## config.mk

```make
export PLATFORM = sky130hd
export DESIGN_NAME = slave_req_scheduler
export DESIGN_NICKNAME = d
export VERILOG_FILES = /design/src/rtl/router_pkg.sv /design/src/rtl/rr_pick4.sv /design/src/rtl/slave_req_scheduler.sv
export SDC_FILE = /design/constraint.sdc
export NUM_CORES = 1
export LEC_CHECK = 0
export BUFFER_PORTS_ARGS = -buffer_cell sky130_fd_sc_hd__clkbuf_2
export CAP_MARGIN = 25
export CORE_AREA = 2 2 135 137
export CTS_CLUSTER_SIZE = 16
export DETAILED_ROUTE_END_ITERATION = 7
export DIE_AREA = 0 0 137 139
export PLACE_DENSITY_LB_ADDON = 0.05
export REMOVE_ABC_BUFFERS = 1
export SYNTH_ARGS = -nofsm -noshare
export SYNTH_HDL_FRONTEND = slang
export SYNTH_SLANG_ARGS = --single-unit
```

## constraint.sdc

```tcl
create_clock -name clk -period 3.7 [get_ports clk]
set_input_delay 0.37 -clock clk [delete_from_list [all_inputs] [get_ports clk]]
set_output_delay 0.37 -clock clk [all_outputs]
set_load 0.005 [all_outputs]
```

## src/rtl/router_pkg.sv

```systemverilog
// Shared types and constants for the 4x4 router request/return path.
package router_pkg;

  localparam int unsigned NUM_MASTERS = 4;
  localparam int unsigned RD_MAX      = 8;
  localparam int unsigned CNT_W       = 4;
  localparam int unsigned TAG_W       = 3;
  localparam int unsigned TO_W        = 8;
  localparam int unsigned RESP_W      = 7;

  typedef enum logic [0:0] {
    IDLE  = 1'b0,
    ISSUE = 1'b1
  } sched_state_t;

  // Response address carried with a read so the return path can route its data.
  typedef struct packed {
    logic [1:0]       master;
    logic [1:0]       slave;
    logic [TAG_W-1:0] tag;
  } resp_addr_t;

endpackage

```

## src/rtl/rr_pick4.sv

```systemverilog
// Rotating-priority encoder: first eligible index after 'last', wrapping mod 4.
module rr_pick4
  import router_pkg::*;
(
  input  logic [3:0] elig,
  input  logic [1:0] last,
  output logic       valid,
  output logic [1:0] idx
);

  logic [1:0] cand;

  // Scan from lowest to highest priority so the nearest eligible index wins.
  always_comb begin
    valid = 1'b0;
    idx   = 2'd0;
    cand  = 2'd0;
    for (int k = 4; k >= 1; k--) begin
      cand = last + 2'(k);
      if (elig[cand]) begin
        valid = 1'b1;
        idx   = cand;
      end
    end
  end

endmodule

```

## src/rtl/slave_req_scheduler.sv

```systemverilog
// Per-slave round-robin request scheduler with read tagging, outstanding-read
// cap and slave handshake timeout.
module slave_req_scheduler
  import router_pkg::*;
#(
  parameter int unsigned DATA_WIDTH  = 32,
  parameter int unsigned ADDR_WIDTH  = 32,
  parameter int unsigned SLAVE_N     = 0,
  parameter int unsigned ACK_TIMEOUT = 15
) (
  input  logic                                    clk,
  input  logic                                    rst_n,
  input  logic [NUM_MASTERS-1:0]                  m_req,
  input  logic [NUM_MASTERS-1:0]                  m_cmd,
  input  logic [NUM_MASTERS-1:0][ADDR_WIDTH-1:0]  m_addr,
  input  logic [NUM_MASTERS-1:0][DATA_WIDTH-1:0]  m_wdata,
  output logic [NUM_MASTERS-1:0]                  m_ack,
  output logic                                    s_req,
  output logic                                    s_cmd,
  output logic [ADDR_WIDTH-1:0]                   s_addr,
  output logic [DATA_WIDTH-1:0]                   s_wdata,
  output logic [RESP_W-1:0]                       s_tag,
  input  logic                                    s_ack,
  input  logic [NUM_MASTERS-1:0]                  rd_done,
  output logic                                    err_timeout
);

  sched_state_t                            state_q, state_d;
  logic [1:0]                              grant_q, grant_d;
  logic [1:0]                              last_q, last_d;
  logic [TO_W-1:0]                         to_cnt_q, to_cnt_d;
  logic [NUM_MASTERS-1:0][CNT_W-1:0]       rd_cnt_q, rd_cnt_d;
  logic [NUM_MASTERS-1:0][TAG_W-1:0]       tag_ptr_q, tag_ptr_d;

  logic [NUM_MASTERS-1:0]                  m_ack_d;
  logic                                    s_req_d, s_cmd_d, err_d;
  logic [ADDR_WIDTH-1:0]                   s_addr_d;
  logic [DATA_WIDTH-1:0]                   s_wdata_d;
  logic [RESP_W-1:0]                       s_tag_d;
  resp_addr_t                              tag_w;

  logic [NUM_MASTERS-1:0]                  elig;
  logic [NUM_MASTERS-1:0]                  issue_rd;
  logic [NUM_MASTERS-1:0]                  to_rel;
  logic                                    pick_valid;
  logic [1:0]                              pick_idx;
  logic [NUM_MASTERS-1:0][CNT_W:0]         sum_c, sub_c;

  // A master may compete if it writes, or reads with a free outstanding slot.
  always_comb begin
    elig = '0;
    for (int i = 0; i < NUM_MASTERS; i++) begin
      elig[i] = m_req[i] && (m_cmd[i] || (rd_cnt_q[i] < CNT_W'(RD_MAX)));
    end
  end

  rr_pick4 u_pick (
    .elig  (elig),
    .last  (last_q),
    .valid (pick_valid),
    .idx   (pick_idx)
  );

  // Next-state and next-output logic for the grant/issue handshake.
  always_comb begin
    state_d   = state_q;
    grant_d   = grant_q;
    last_d    = last_q;
    to_cnt_d  = to_cnt_q;
    m_ack_d   = '0;
    err_d     = 1'b0;
    s_req_d   = s_req;
    s_cmd_d   = s_cmd;
    s_addr_d  = s_addr;
    s_wdata_d = s_wdata;
    s_tag_d   = s_tag;
    issue_rd  = '0;
    to_rel    = '0;
    tag_w     = '0;

    case (state_q)
      IDLE: begin
        if (pick_valid) begin
          state_d           = ISSUE;
          grant_d           = pick_idx;
          last_d            = pick_idx;
          to_cnt_d          = '0;
          m_ack_d[pick_idx] = 1'b1;
          s_req_d           = 1'b1;
          s_cmd_d           = m_cmd[pick_idx];
          s_addr_d          = m_addr[pick_idx];
          s_wdata_d         = m_wdata[pick_idx];
          s_tag_d           = '0;
          if (!m_cmd[pick_idx]) begin
            tag_w.master       = pick_idx;
            tag_w.slave        = 2'(SLAVE_N);
            tag_w.tag          = tag_ptr_q[pick_idx];
            s_tag_d            = tag_w;
            issue_rd[pick_idx] = 1'b1;
          end
        end
      end
      ISSUE: begin
        if (s_ack) begin
          state_d  = IDLE;
          s_req_d  = 1'b0;
          to_cnt_d = '0;
        end else if (to_cnt_q == TO_W'(ACK_TIMEOUT - 1)) begin
          // Abandon the command; a timed-out read gives its slot back.
          state_d  = IDLE;
          s_req_d  = 1'b0;
          to_cnt_d = '0;
          err_d    = 1'b1;
          if (!s_cmd) begin
            to_rel[grant_q] = 1'b1;
          end
        end else begin
          to_cnt_d = to_cnt_q + TO_W'(1);
        end
      end
      default: state_d = IDLE;
    endcase
  end

  // Outstanding-read counters and tag pointers; releases saturate at zero.
  always_comb begin
    rd_cnt_d  = rd_cnt_q;
    tag_ptr_d = tag_ptr_q;
    sum_c     = '0;
    sub_c     = '0;
    for (int i = 0; i < NUM_MASTERS; i++) begin
      sum_c[i]     = (CNT_W+1)'(rd_cnt_q[i]) + (CNT_W+1)'(issue_rd[i]);
      sub_c[i]     = (CNT_W+1)'(rd_done[i] && (rd_cnt_q[i] != '0))
                   + (CNT_W+1)'(to_rel[i]);
      rd_cnt_d[i]  = (sum_c[i] < sub_c[i]) ? '0 : CNT_W'(sum_c[i] - sub_c[i]);
      tag_ptr_d[i] = tag_ptr_q[i] + TAG_W'(issue_rd[i]);
    end
  end

  // State and registered outputs.
  always_ff @(posedge clk or negedge rst_n) begin
    if (!rst_n) begin
      state_q     <= IDLE;
      grant_q     <= '0;
      last_q      <= 2'd3;
      to_cnt_q    <= '0;
      rd_cnt_q    <= '0;
      tag_ptr_q   <= '0;
      m_ack       <= '0;
      s_req       <= 1'b0;
      s_cmd       <= 1'b0;
      s_addr      <= '0;
      s_wdata     <= '0;
      s_tag       <= '0;
      err_timeout <= 1'b0;
    end else begin
      state_q     <= state_d;
      grant_q     <= grant_d;
      last_q      <= last_d;
      to_cnt_q    <= to_cnt_d;
      rd_cnt_q    <= rd_cnt_d;
      tag_ptr_q   <= tag_ptr_d;
      m_ack       <= m_ack_d;
      s_req       <= s_req_d;
      s_cmd       <= s_cmd_d;
      s_addr      <= s_addr_d;
      s_wdata     <= s_wdata_d;
      s_tag       <= s_tag_d;
      err_timeout <= err_d;
    end
  end

endmodule

```

==> results of run 1 <==
==> cell usage after synthesis, types with 4 or more instances <==
library cell  count  area share [%]
dfrtp_1         115              40
nor2_1          102             5.3
o21ai_0          78             5.4
a221oi_1         64             7.7
o22ai_1          56             4.8
mux2i_1          53             7.3
ha_1             30             5.2
nand2_1          26             1.3
clkbuf_1         25             1.3
inv_1            20             1.0
buf_2            15             1.0
and3_1           12             1.0
xor2_1           12             1.5
a211oi_1         11             1.1
mux2_1           11             1.7
o2bb2ai_1        11             1.3
buf_4            10             1.0
and2_1            9            0.78
nor2b_1           9            0.78
nand2b_1          7            0.60
o31ai_1           7            0.73
a21boi_0          6            0.62
a21oi_1           5            0.35
nand3_1           5            0.35
nand3b_1          5            0.52
fa_1              4             1.1
o41a_1            4            0.62
==> kinds of logic after synthesis <==
| family | share of synthesized area (%) |
|---|---|
| XOR/XNOR | 1.45 |
| other | 0.0518 |
| AND/OR/NAND/NOR | 12.2 |
| flip-flops | 40.4 |
| buffers and inverters | 4.82 |
| AO/OA/AOI/OAI | 25.7 |
| adder cells (fa/ha/maj) | 6.29 |
| multiplexers | 9.03 |
==> worst reg2reg max path, stage by stage (launching register included) <==
cell and delay [ps]:
dfrtp_1 440, nand2b_1 150, a22oi_2 490, a2bb2oi_1 260, a211oi_2 80, nand3_1 150
and4b_1 230, ha_1 190, ha_1 320, ha_1 310, a211oi_1 380, nor2_1 90
o21ai_0 140, o21ai_0 90
==> power breakdown <==
group	internal (uW)	switching (uW)
logic	1600	2150
registers	1860	426
clock network	1170	577
==> sequential cells by signal (all words and copies together), names as in the netlist <==
register,cells
err_timeout,1
grant_q,2
last_q,2
m_ack,4
rd_cnt_q,16
s_addr,32
s_cmd,1
s_req,1
s_tag,5
s_wdata,32
state_q,1
tag_ptr_q,12
to_cnt_q,8
==> final timing paths <==
| kind | start | to | slack [ps] |
|---|---|---|---|
| hold / removal | rst_n | s_wdata[16] | 40 |
| setup reg to reg | rd_cnt_q[15] | rd_cnt_q[11] | 240 |
| max in group asynchronous | rst_n | last_q[0] | 2800 |
| min in group clk | m_addr[88] | s_addr[24] | 250 |
| setup / recovery | rd_cnt_q[15] | rd_cnt_q[11] | 240 |
| hold reg to reg | tag_ptr_q[2] | tag_ptr_q[2] | 470 |
==> metal layers <==
layer  wire [um]  GRT usage, %  up-vias
met4         643          9.66        2
met2       12500          43.4      266
met1       11000          35.9     3457
met3        1720          5.59       42
li1            -             -     3535
met5          13             0        -
==> final cells by class <==
cell class | instances | share of cell area, %
inverters | 20 | 0.761
multi-input cells | 568 | 40.7
flip-flops and latches | 117 | 29.7
clock inverters | 9 | 1.55
clock buffers | 20 | 4.73
well taps | 229 | 2.90
diodes | 1 | 0.0254
repair buffers | 364 | 19.7
==> placed cells by master, fill, tap and decap left out, types with 20 or more instances in the layout <==
cell type and count:
inv_1 20, a221oi_1 64, ha_1 30, mux2i_1 53, o21ai_0 78, nor2_1 102, clkbuf_2 345, dfrtp_1 115
nand2_1 25, o22ai_1 56
==> metrics by stage <==
step / TNS, ps / instance area, um2 / total power, uW
2_1_floorplan: -37590 / 6980 / 4490
4_1_cts: 0 / 9850 / 7820
3_3_place_gp: 0 / 9200 / 5960
5_1_grt: -35.9 / 9870 / 8360
3_5_place_dp: 0 / 9230 / 6050
6_report: 0 / 9870 / 7780
==> summary.md, run 1 <==
| Metric | Value |
|---|---|
| Worst Max-Slew Pin Slew | 827 ps |
| Top_reg_cell synth | dfrtp_1 |
| Crit path time final | 3460 ps |
| Largest net degree at the start of global routing | 67 |
| I/O pins | 349 |
| Post-synth ARST share | 100% |
| Stages on worst setup path | 13 |
| Crit path max-delay cell type | a22oi_2 |
| Vias per cell | 5.50 |
| GP Congestion | 0.884 |
| Worst r2r path cells | 13 |
| Starting Density | 41.0% |
| Synth warnings | 0 |
| Clock Sinks | 117 |
| Postcts setup bufs | 0 |
| Leak | 0.00486 uW |
| Pins Over Slew Limit | 0 |
| Resized Gates After CTS | 0 |
| Fill count | 1651 |
| Core Region | 0.0177 mm2 |
| Pre-CTS WS | 151 ps |
| Max Fclk | 289 MHz |
| Clk root buf | clkbuf_16 |
| CP most frequent cell | ha_1 |
| Pwr dens | 788 mW/mm2 |
| CTS H-tree depth | 4 |
| Initial antenna violation count | 2 |
| FP Rows | 49 |
| CP bufs+invs | 0 |
| Post-synthesis sequential element count | 117 |
| Crit start category | register |
| Slew headroom | 44.8% |
| Multi-input logic area | 0.00402 mm2 |
| Sequential share of the synthesized area | 40.4% |
| Die area | 0.0190 mm2 |
| Fin crit share | 93.4% |
| Placed insts | 1298 |
| Fin util | 55.9% |
| Max Cap Violations | 0 |
| Final ANT Viol Nets | 0 |
| Final setup margin | 244 ps |
| Clock slew at reported path FFs | 50 ps |
| Final hold viol count | 0 |
| Skew-Pair Late Insertion Delay | 410 ps |
| Wire per inst | 19.5 um |
| Setup violations, final | 0 |
| Worst vdd ir | 0.339 mV |
| Register Area | 0.00293 mm2 |
| Area Overhead vs Synth | 36.2% |
| Crit path max fanout | 7 |
| Worst Path Class, Setup | register to register |
| Clock Skew | 7.27 ps |
| Mapped Avg Cell Area | 9.56 um2 |
| Critical-path cell list | nand2b_1, a22oi_2, a2bb2oi_1, a211oi_2, nand3_1, and4b_1, ha_1, ha_1, ha_1, a211oi_1, nor2_1, o21ai_0, o21ai_0 |
| Aggregate global-route resource usage | 27.0% |
| Synth unique cells | 57 |
| Post-synth EDFFs | 0 |
| WP data required | 3980 ps |
| Status | finished, final reports clean |
| Drt first-iter violations | 476 |
| Layout cell share with drive strength beyond 1 | 37.6% |
| Arrival @ worst endpoint | 3730 ps |
| Vias in the first global route | 6965 |
| DR pass1 iterations | 5 |
| Layout Cells excl Fill | 1328 |
| Final Net Count | 1393 |
| Max Root-Sink Buffers | 2 |
| TritonCTS clock tree | built |
| Post-CTS Hold Fix Bufs | 0 |
| DRC violations left | 0 |
| DIE HEIGHT | 139 um |
| Synthesized cell area | 0.00725 mm2 |
| Worst setup EP type | register |
| Die W | 137 um |
| Fin Hold WS | 39.9 ps |
| Hpwl dp | 19700 um |
| Crit path max-delay family | compound AO/OA/AOI/OAI gates |
| Mapped Cells | 758 |
| CTS Buf Count | 17 |
| Detailed Route WL | 25800 um |
| Crit-path max cell delay | 490 ps |
| Hold Crit Class | input port to async pin |
| Grt ovf | 0 |
| First-pass GRT wire length | 39200 um |
| # port buffers | 346 |
| Total number of vias | 7302 |
No activity file was read; power rests on OpenSTA's default activity.
==> run 2, diff against run 1 <==
--- a/config.mk
+++ b/config.mk
@@ -7,8 +7,9 @@
 export LEC_CHECK = 0
+export ABC_AREA = 1
 export BUFFER_PORTS_ARGS = -buffer_cell sky130_fd_sc_hd__clkbuf_2
 export CAP_MARGIN = 25
-export CORE_AREA = 2 2 135 137
+export CORE_AREA = 2 2 137 139
 export CTS_CLUSTER_SIZE = 16
 export DETAILED_ROUTE_END_ITERATION = 7
-export DIE_AREA = 0 0 137 139
+export DIE_AREA = 0 0 139 141
 export PLACE_DENSITY_LB_ADDON = 0.05
--- a/constraint.sdc
+++ b/constraint.sdc
@@ -3,2 +3,2 @@
 set_output_delay 0.37 -clock clk [all_outputs]
-set_load 0.005 [all_outputs]
+set_load 0.1 [all_outputs]
==> summary.md, run 2 <==
| Metric | Value |
|---|---|
| Clk root buf | clkbuf_16 (unchanged) |
| # port buffers | 346 (unchanged) |
| Sequential share of the synthesized area | 38.5% (was 40.4%) |
| Synth top area cells | dfrtp_1, nand3_1, nand2_1 (was dfrtp_1, a221oi_1, mux2i_1) |
| Commonest non-fill, non-tap cell in the layout | clkbuf_2 (unchanged) |
| Worst Max-Slew Pin Slew | 864 ps (was 827 ps) |
| Post-synth top area cell | dfrtp_1 (unchanged) |
| Drt first-iter violations | 503 (was 476) |
| Post-CTS Hold Fix Bufs | 0 (unchanged) |
| DR pass1 iterations | 5 (unchanged) |
| Biggest regs | s_addr (32), s_wdata (32), rd_cnt_q (16) (unchanged) |
| Largest net degree at the start of global routing | 106 (was 67) |
| WP data required | 3990 ps (was 3980 ps) |
| Worst setup EP type | register (unchanged) |
| Top_reg_cell synth | dfrtp_1 (unchanged) |
| Grt ovf | 0 (unchanged) |
| Final hold viol count | 0 (unchanged) |
| Pins Over Slew Limit | 0 (unchanged) |
| Synth unique cells | 37 (was 57) |
| Mapped Cells | 1005 (was 758) |
| CTS H-tree depth | 4 (unchanged) |
| Synthesized cell area | 0.00761 mm2 (was 0.00725 mm2) |
| Final ANT Viol Nets | 0 (unchanged) |
| Setup violations, final | 0 (unchanged) |
| Synth warnings | 0 (unchanged) |
| FP Rows | 50 (was 49) |
| Die area | 0.0196 mm2 (was 0.0190 mm2) |
| Skew-Pair Late Insertion Delay | 410 ps (about the same) |
| Count leader, synth | nand3_1 (was dfrtp_1) |
| I/O pins | 349 (unchanged) |
| Clock Skew | 9.07 ps (was 7.27 ps) |
| DIE HEIGHT | 141 um (was 139 um) |
| Clock Sinks | 117 (unchanged) |
| Initial antenna violation count | 1 (was 2) |
| Detailed Route WL | 25300 um (was 25800 um) |
| Crit path time final | 3560 ps (was 3460 ps) |
| Mapped Avg Cell Area | 7.57 um2 (was 9.56 um2) |
| Worst Path Class, Setup | register to register (unchanged) |
| Hold Crit Class | input port to async pin (unchanged) |
| Area Overhead vs Synth | 35.1% (was 36.2%) |
| Core Region | 0.0183 mm2 (was 0.0177 mm2) |
| Layout cell share with drive strength beyond 1 | 34.4% (was 37.6%) |
| Hpwl dp | 18300 um (was 19700 um) |
| Aggregate global-route resource usage | 25.0% (was 27.0%) |
| DRC violations left | 0 (unchanged) |
| Max Fclk | 281 MHz (was 289 MHz) |
| CTS Buf Count | 17 (unchanged) |
| Final Net Count | 1637 (was 1393) |
| Max Root-Sink Buffers | 2 (unchanged) |
| Status | finished, final reports clean (unchanged) |
| Starting Density | 41.7% (was 41.0%) |
| Wire per inst | 16.0 um (was 19.5 um) |
| Post-synthesis sequential element count | 117 (unchanged) |
| Post-synth EDFFs | 0 (unchanged) |
| Most frequent cells in the layout | clkbuf_2, nand3_1, nand2_1, dfrtp_1, nand4_1 (was clkbuf_2, dfrtp_1, nor2_1, o21ai_0, a221oi_1) |
| Post-synth ARST share | 100% (unchanged) |
| Fin crit share | 96.3% (was 93.4%) |
| Crit start category | register (unchanged) |
| Crit. Startpoint | last_q[0] (was rd_cnt_q[15]) |
| TritonCTS clock tree | built (unchanged) |
| Crit path max fanout | 7 (unchanged) |
| Commonest cells in the netlist | nand3_1, nand2_1, dfrtp_1 (was dfrtp_1, nor2_1, o21ai_0) |
| Clock slew at reported path FFs | 60 ps (was 50 ps) |
| Die W | 139 um (was 137 um) |
| Synth top area share | 37.8% (was 39.7%) |
| Slew headroom | 42.4% (was 44.8%) |
| Vias per cell | 5.17 (was 5.50) |
| Fill count | 1774 (was 1651) |
| Vias in the first global route | 7408 (was 6965) |
| Total number of vias | 8169 (was 7302) |
| Max Cap Violations | 0 (unchanged) |
| Fin Hold WS | 12.5 ps (was 39.9 ps) |
| GP Congestion | 0.848 (was 0.884) |
| Critical R2R Launch | last_q[0] (was rd_cnt_q[15]) |
| First-pass GRT wire length | 39100 um (was 39200 um) |
| Arrival @ worst endpoint | 3850 ps (was 3730 ps) |
-- run 2: changes by cell type in the layout (fill, tap and decap cells not counted), sizes merged, moves of 12 or more --
cell / before / now
nor3: 0 / 12
nand4: 2 / 65
o22ai: 56 / 1
nand3: 5 / 294
nor2: 102 / 27
nand2: 27 / 278
o21ai: 81 / 14
inv: 20 / 46
and3: 13 / 0
a221oi: 65 / 0
mux2i: 53 / 0
buf: 19 / 39
-- run 2: per-stage QoR --
| step | setup WS [ps] | cell area (um2) | util [%] | instances | TNS, ps |
|---|---|---|---|---|---|
| after floorplan | -4440 | 7150 | - | 929 | -298090 |
| after CTS | 7.95 | 10000 | 54.8 | 1567 | 0 |
| after global placement | 12.0 | 9420 | 51.6 | 1535 | 0 |
| after global routing | -48.0 | 10300 | 56.3 | 1580 | -362 |
| final | 136 | 10300 | 56.3 | 1580 | 0 |
| after detailed placement | -76.3 | 9420 | 51.6 | 1535 | -475 |
-- run 2: cell type report --
| type | count | area (um2) | share of cell area [%] |
|---|---|---|---|
| Tap cell | 234 | 293 | 2.85 |
| Inverter | 46 | 175 | 1.70 |
| Antenna cell | 1 | 2.50 | 0.0243 |
| Clock buffer | 22 | 464 | 4.51 |
| Timing Repair Buffer | 384 | 2080 | 20.3 |
| Clock inverter | 10 | 105 | 1.02 |
| Sequential cell | 117 | 2930 | 28.5 |
| Multi-Input combinational cell | 766 | 4230 | 41.1 |
-- run 2: logic make-up after synthesis --
family          after synthesis  synth area share [%]
xor+xnor                     21                  2.52
fa+ha+maj                    34                  5.98
flops                       117                  38.5
compound gates               32                  2.79
buf+inv                     123                  8.35
simple gates                677                  41.8
other cells                   1                0.0493
-- run 2: repair_timing --
| item | CTS | global route |
|---|---|---|
| endpoints found under the setup margin | 7 | 16 |
| gates resized for setup | 4 | 36 |
| buffers inserted | 0 | 11 |
| cloned | 0 | 0 |
| endpoints found under the hold margin | 0 | 0 |
| pin swaps | 0 | 14 |
-- run 2: worst paths after layout --
check | to | slack [ps] | depth (start not counted)
worst max-delay path | rd_cnt_q[7] | 140 | 20
worst min-delay path | grant_q[1] | 10 | 1
worst max register to register | rd_cnt_q[7] | 140 | 20
worst min register to register | tag_ptr_q[8] | 470 | 1
max in group asynchronous | s_addr[31] | 2890 | 2
min in group clk | to_cnt_q[7] | 200 | 2
-- run 2: layer usage --
metal	track usage, %	up-vias	part of all wire, %
li1	-	4089	-
met1	32.4	3780	42
met2	42.1	266	51
met3	5.16	34	5.4
met4	8.03	0	2.2
met5	0	-	0
-- run 2: critical path, stage by stage, from the launching register on --
cell and delay (ps):
dfstp_2 650, xor2_2 220, nand2_1 120, nand2_2 100, inv_2 60, buf_4 130
nand3_4 90, nand2_4 80, nand3_1 70, nand2_1 80, nor2_4 150, nand2_4 100
nor2_2 140, ha_1 240, ha_4 230, ha_4 240, a211oi_2 270, inv_1 60
a311oi_1 200, buf_4 170, nor2_1 40
Power of run 2 is left out: the tool's default activity adds up to more than one toggle a clock period on the data nets, which glitch-free logic cannot reach.
==> run 3, diff against run 2 <==
- CTS_CLUSTER_SIZE: 16 -> unset
- RECOVER_POWER: unset -> 50
==> summary.md, run 3 (same netlist as run 2, synthesis figures left out) <==
| Metric | Value |
|---|---|
| Crit path max fanout | 7 (unchanged) |
| CTS H-tree depth | 4 (unchanged) |
| Grt ovf | 0 (unchanged) |
| Max Fclk | 281 MHz (about the same) |
| Drt first-iter violations | 477 (was 503) |
| Status | finished with violations (was finished, final reports clean) |
| Wire length on met2 | 12800 um (about the same) |
| Fin Hold WS | 204 ps (was 12.5 ps) |
| Failing checks | capacitance limit, slew limit |
| WP data required | 3990 ps (about the same) |
| Aggregate global-route resource usage | 25.0% (unchanged) |
| Starting Density | 41.7% (unchanged) |
| TritonCTS clock tree | built (unchanged) |
| Crit-path max cell delay | 650 ps (about the same) |
| Critical-path cell list | xor2_2, nand2_1, nand2_2, inv_2, buf_4, nand3_4, nand2_4, nand3_1, nand2_1, nor2_4, nand2_4, nor2_2, ha_1, ha_4, ha_4, a211oi_2, inv_1, a311oi_1, buf_4, nor2_1 (unchanged) |
| FP Rows | 50 (unchanged) |
| Post-CTS Hold Fix Bufs | 0 (unchanged) |
| Clk root buf | clkbuf_16 (unchanged) |
| # port buffers | 346 (unchanged) |
| Metal3 WL | 1530 um (was 1350 um) |
| Worst Max-Slew Pin Slew | 3050 ps (was 864 ps) |
| Vias per cell | 5.16 (was 5.17) |
| Biggest regs | s_addr (32), s_wdata (32), rd_cnt_q (16) (unchanged) |
| Max layer used | met4 (unchanged) |
| Crit path time final | 3560 ps (about the same) |
| Critical R2R Launch | last_q[0] (unchanged) |
| Max Root-Sink Buffers | 2 (unchanged) |
| Metal-1 WL | 10500 um (was 10600 um) |
| Wire per inst | 16.0 um (about the same) |
| Largest net degree at the start of global routing | 106 (unchanged) |
| Setup violations, final | 0 (unchanged) |
| Worst Min Path Start | s_ack |
| Fin crit share | 96.3% (about the same) |
| Clock Sinks | 117 (unchanged) |
| Clock Skew | 8.40 ps (was 9.07 ps) |
| Layout cell share with drive strength beyond 1 | 31.7% (was 34.4%) |
| Total number of vias | 8159 (was 8169) |
| Final hold viol count | 0 (unchanged) |
| Detailed Route WL | 25400 um (was 25300 um) |
| CTS Buf Count | 17 (unchanged) |
| Placed inst area | 0.00942 mm2 (unchanged) |
| Most frequent cells in the layout | clkbuf_2, nand3_1, nand2_1, dfrtp_1, nand4_1 (unchanged) |
| GP Congestion | 0.848 (unchanged) |
| Max Cap Violations | 1 (was 0) |
| Slew headroom | -104% (was 42.4%) |
| Worst Path Class, Setup | register to register (unchanged) |
| Skew-Pair Late Insertion Delay | 410 ps (about the same) |
| Hold Path Depth | 2 |
| Crit start category | register (unchanged) |
| Worst R2R End | rd_cnt_q[7] (unchanged) |
| Arrival @ worst endpoint | 3860 ps (was 3850 ps) |
| Clock slew at reported path FFs | 60 ps (about the same) |
| DR pass1 iterations | 5 (unchanged) |
| Area Overhead vs Synth | 34.5% (was 35.1%) |
| Die area | 0.0196 mm2 (unchanged) |
| Core Region | 0.0183 mm2 (unchanged) |
| DIE HEIGHT | 141 um (unchanged) |
| Hold path endpoint | to_cnt_q[7] |
| DRC violations left | 0 (unchanged) |
| R2R Setup Slk | 140 ps (about the same) |
| First-pass GRT wire length | 39100 um (unchanged) |
| Design Area, Final | 0.0102 mm2 (was 0.0103 mm2) |
| Hpwl dp | 18300 um (unchanged) |
| Commonest non-fill, non-tap cell in the layout | clkbuf_2 (unchanged) |
| Worst setup EP type | register (unchanged) |
| Fin util | 56.0% (was 56.3%) |
| Final ANT Viol Nets | 0 (unchanged) |
| Final Net Count | 1637 (unchanged) |
| Worst r2r path cells | 20 (unchanged) |
| Initial antenna violation count | 1 (unchanged) |
| Crit path max-delay cell type | dfstp_2 (unchanged) |
| Die W | 139 um (unchanged) |
| Hold Crit Class | input port to register (was input port to async pin) |
| Vias in the first global route | 7408 (unchanged) |
| I/O pins | 349 (unchanged) |
| Pins Over Slew Limit | 53 (was 0) |
run 3: cell count changes in the layout (fill, tap and decap cells not counted):
cell	change
buf_4	-1
clkbuf_2	-36
clkbuf_1	+37
run 3: layout make-up:
type                            instances  area, um2
Clock inverter                         10        105
Fill cell                            1786       8030
Clock buffer                           22        464
Inverter                               46        175
Tap cell                              234        293
Sequential cell                       117       2930
Antenna cell                            1       2.50
Timing Repair Buffer                  384       2040
Multi-Input combinational cell        766       4230
run 3: how the worst max path moves through the flow:
stage | startpoint | to | depth (start not counted)
CTS | last_q[0] | rd_cnt_q[3] | 22
detailed placement | last_q[0] | rd_cnt_q[13] | 21
finish | last_q[0] | rd_cnt_q[7] | 20
global route | last_q[0] | rd_cnt_q[11] | 20
floorplan | last_q[0] | rd_cnt_q[10] | 18
global placement | last_q[0] | rd_cnt_q[10] | 22
run 3: timing repair:
action / in CTS / in global routing
setup buffers: 0 / 11
resized for setup: 4 / 36
pin swaps: 0 / 14
setup endpoints to repair: 7 / 16
endpoints found under the hold margin: 0 / 0
run 3: per-stage QoR:
stage	setup WS, ps	setup TNS (ps)	instances
3_3_place_gp	12.0	0	1535
3_5_place_dp	-76.3	-475	1535
2_1_floorplan	-4440	-298090	929
6_report	137	0	1580
5_1_grt	-48.0	-362	1580
4_1_cts	7.95	0	1567
run 3: worst max-delay path, delay by kind of cell (launching register included):
family / cells / cell delay [ps]
and+or+nand+nor: 10 / 970
adders and majority gates: 3 / 710
DFF: 1 / 650
AOI/OAI and AO/OA: 2 / 470
buffers and inverters: 4 / 420
xor gates and xnor gates: 1 / 220
run 3: per-layer routing:
layer	track usage [%]	vias to the layer above
met5	0	-
met4	8.03	0
met3	5.16	34
met2	42.1	292
met1	32.4	3741
li1	-	4092
Power of run 3 is left out for the same reason.
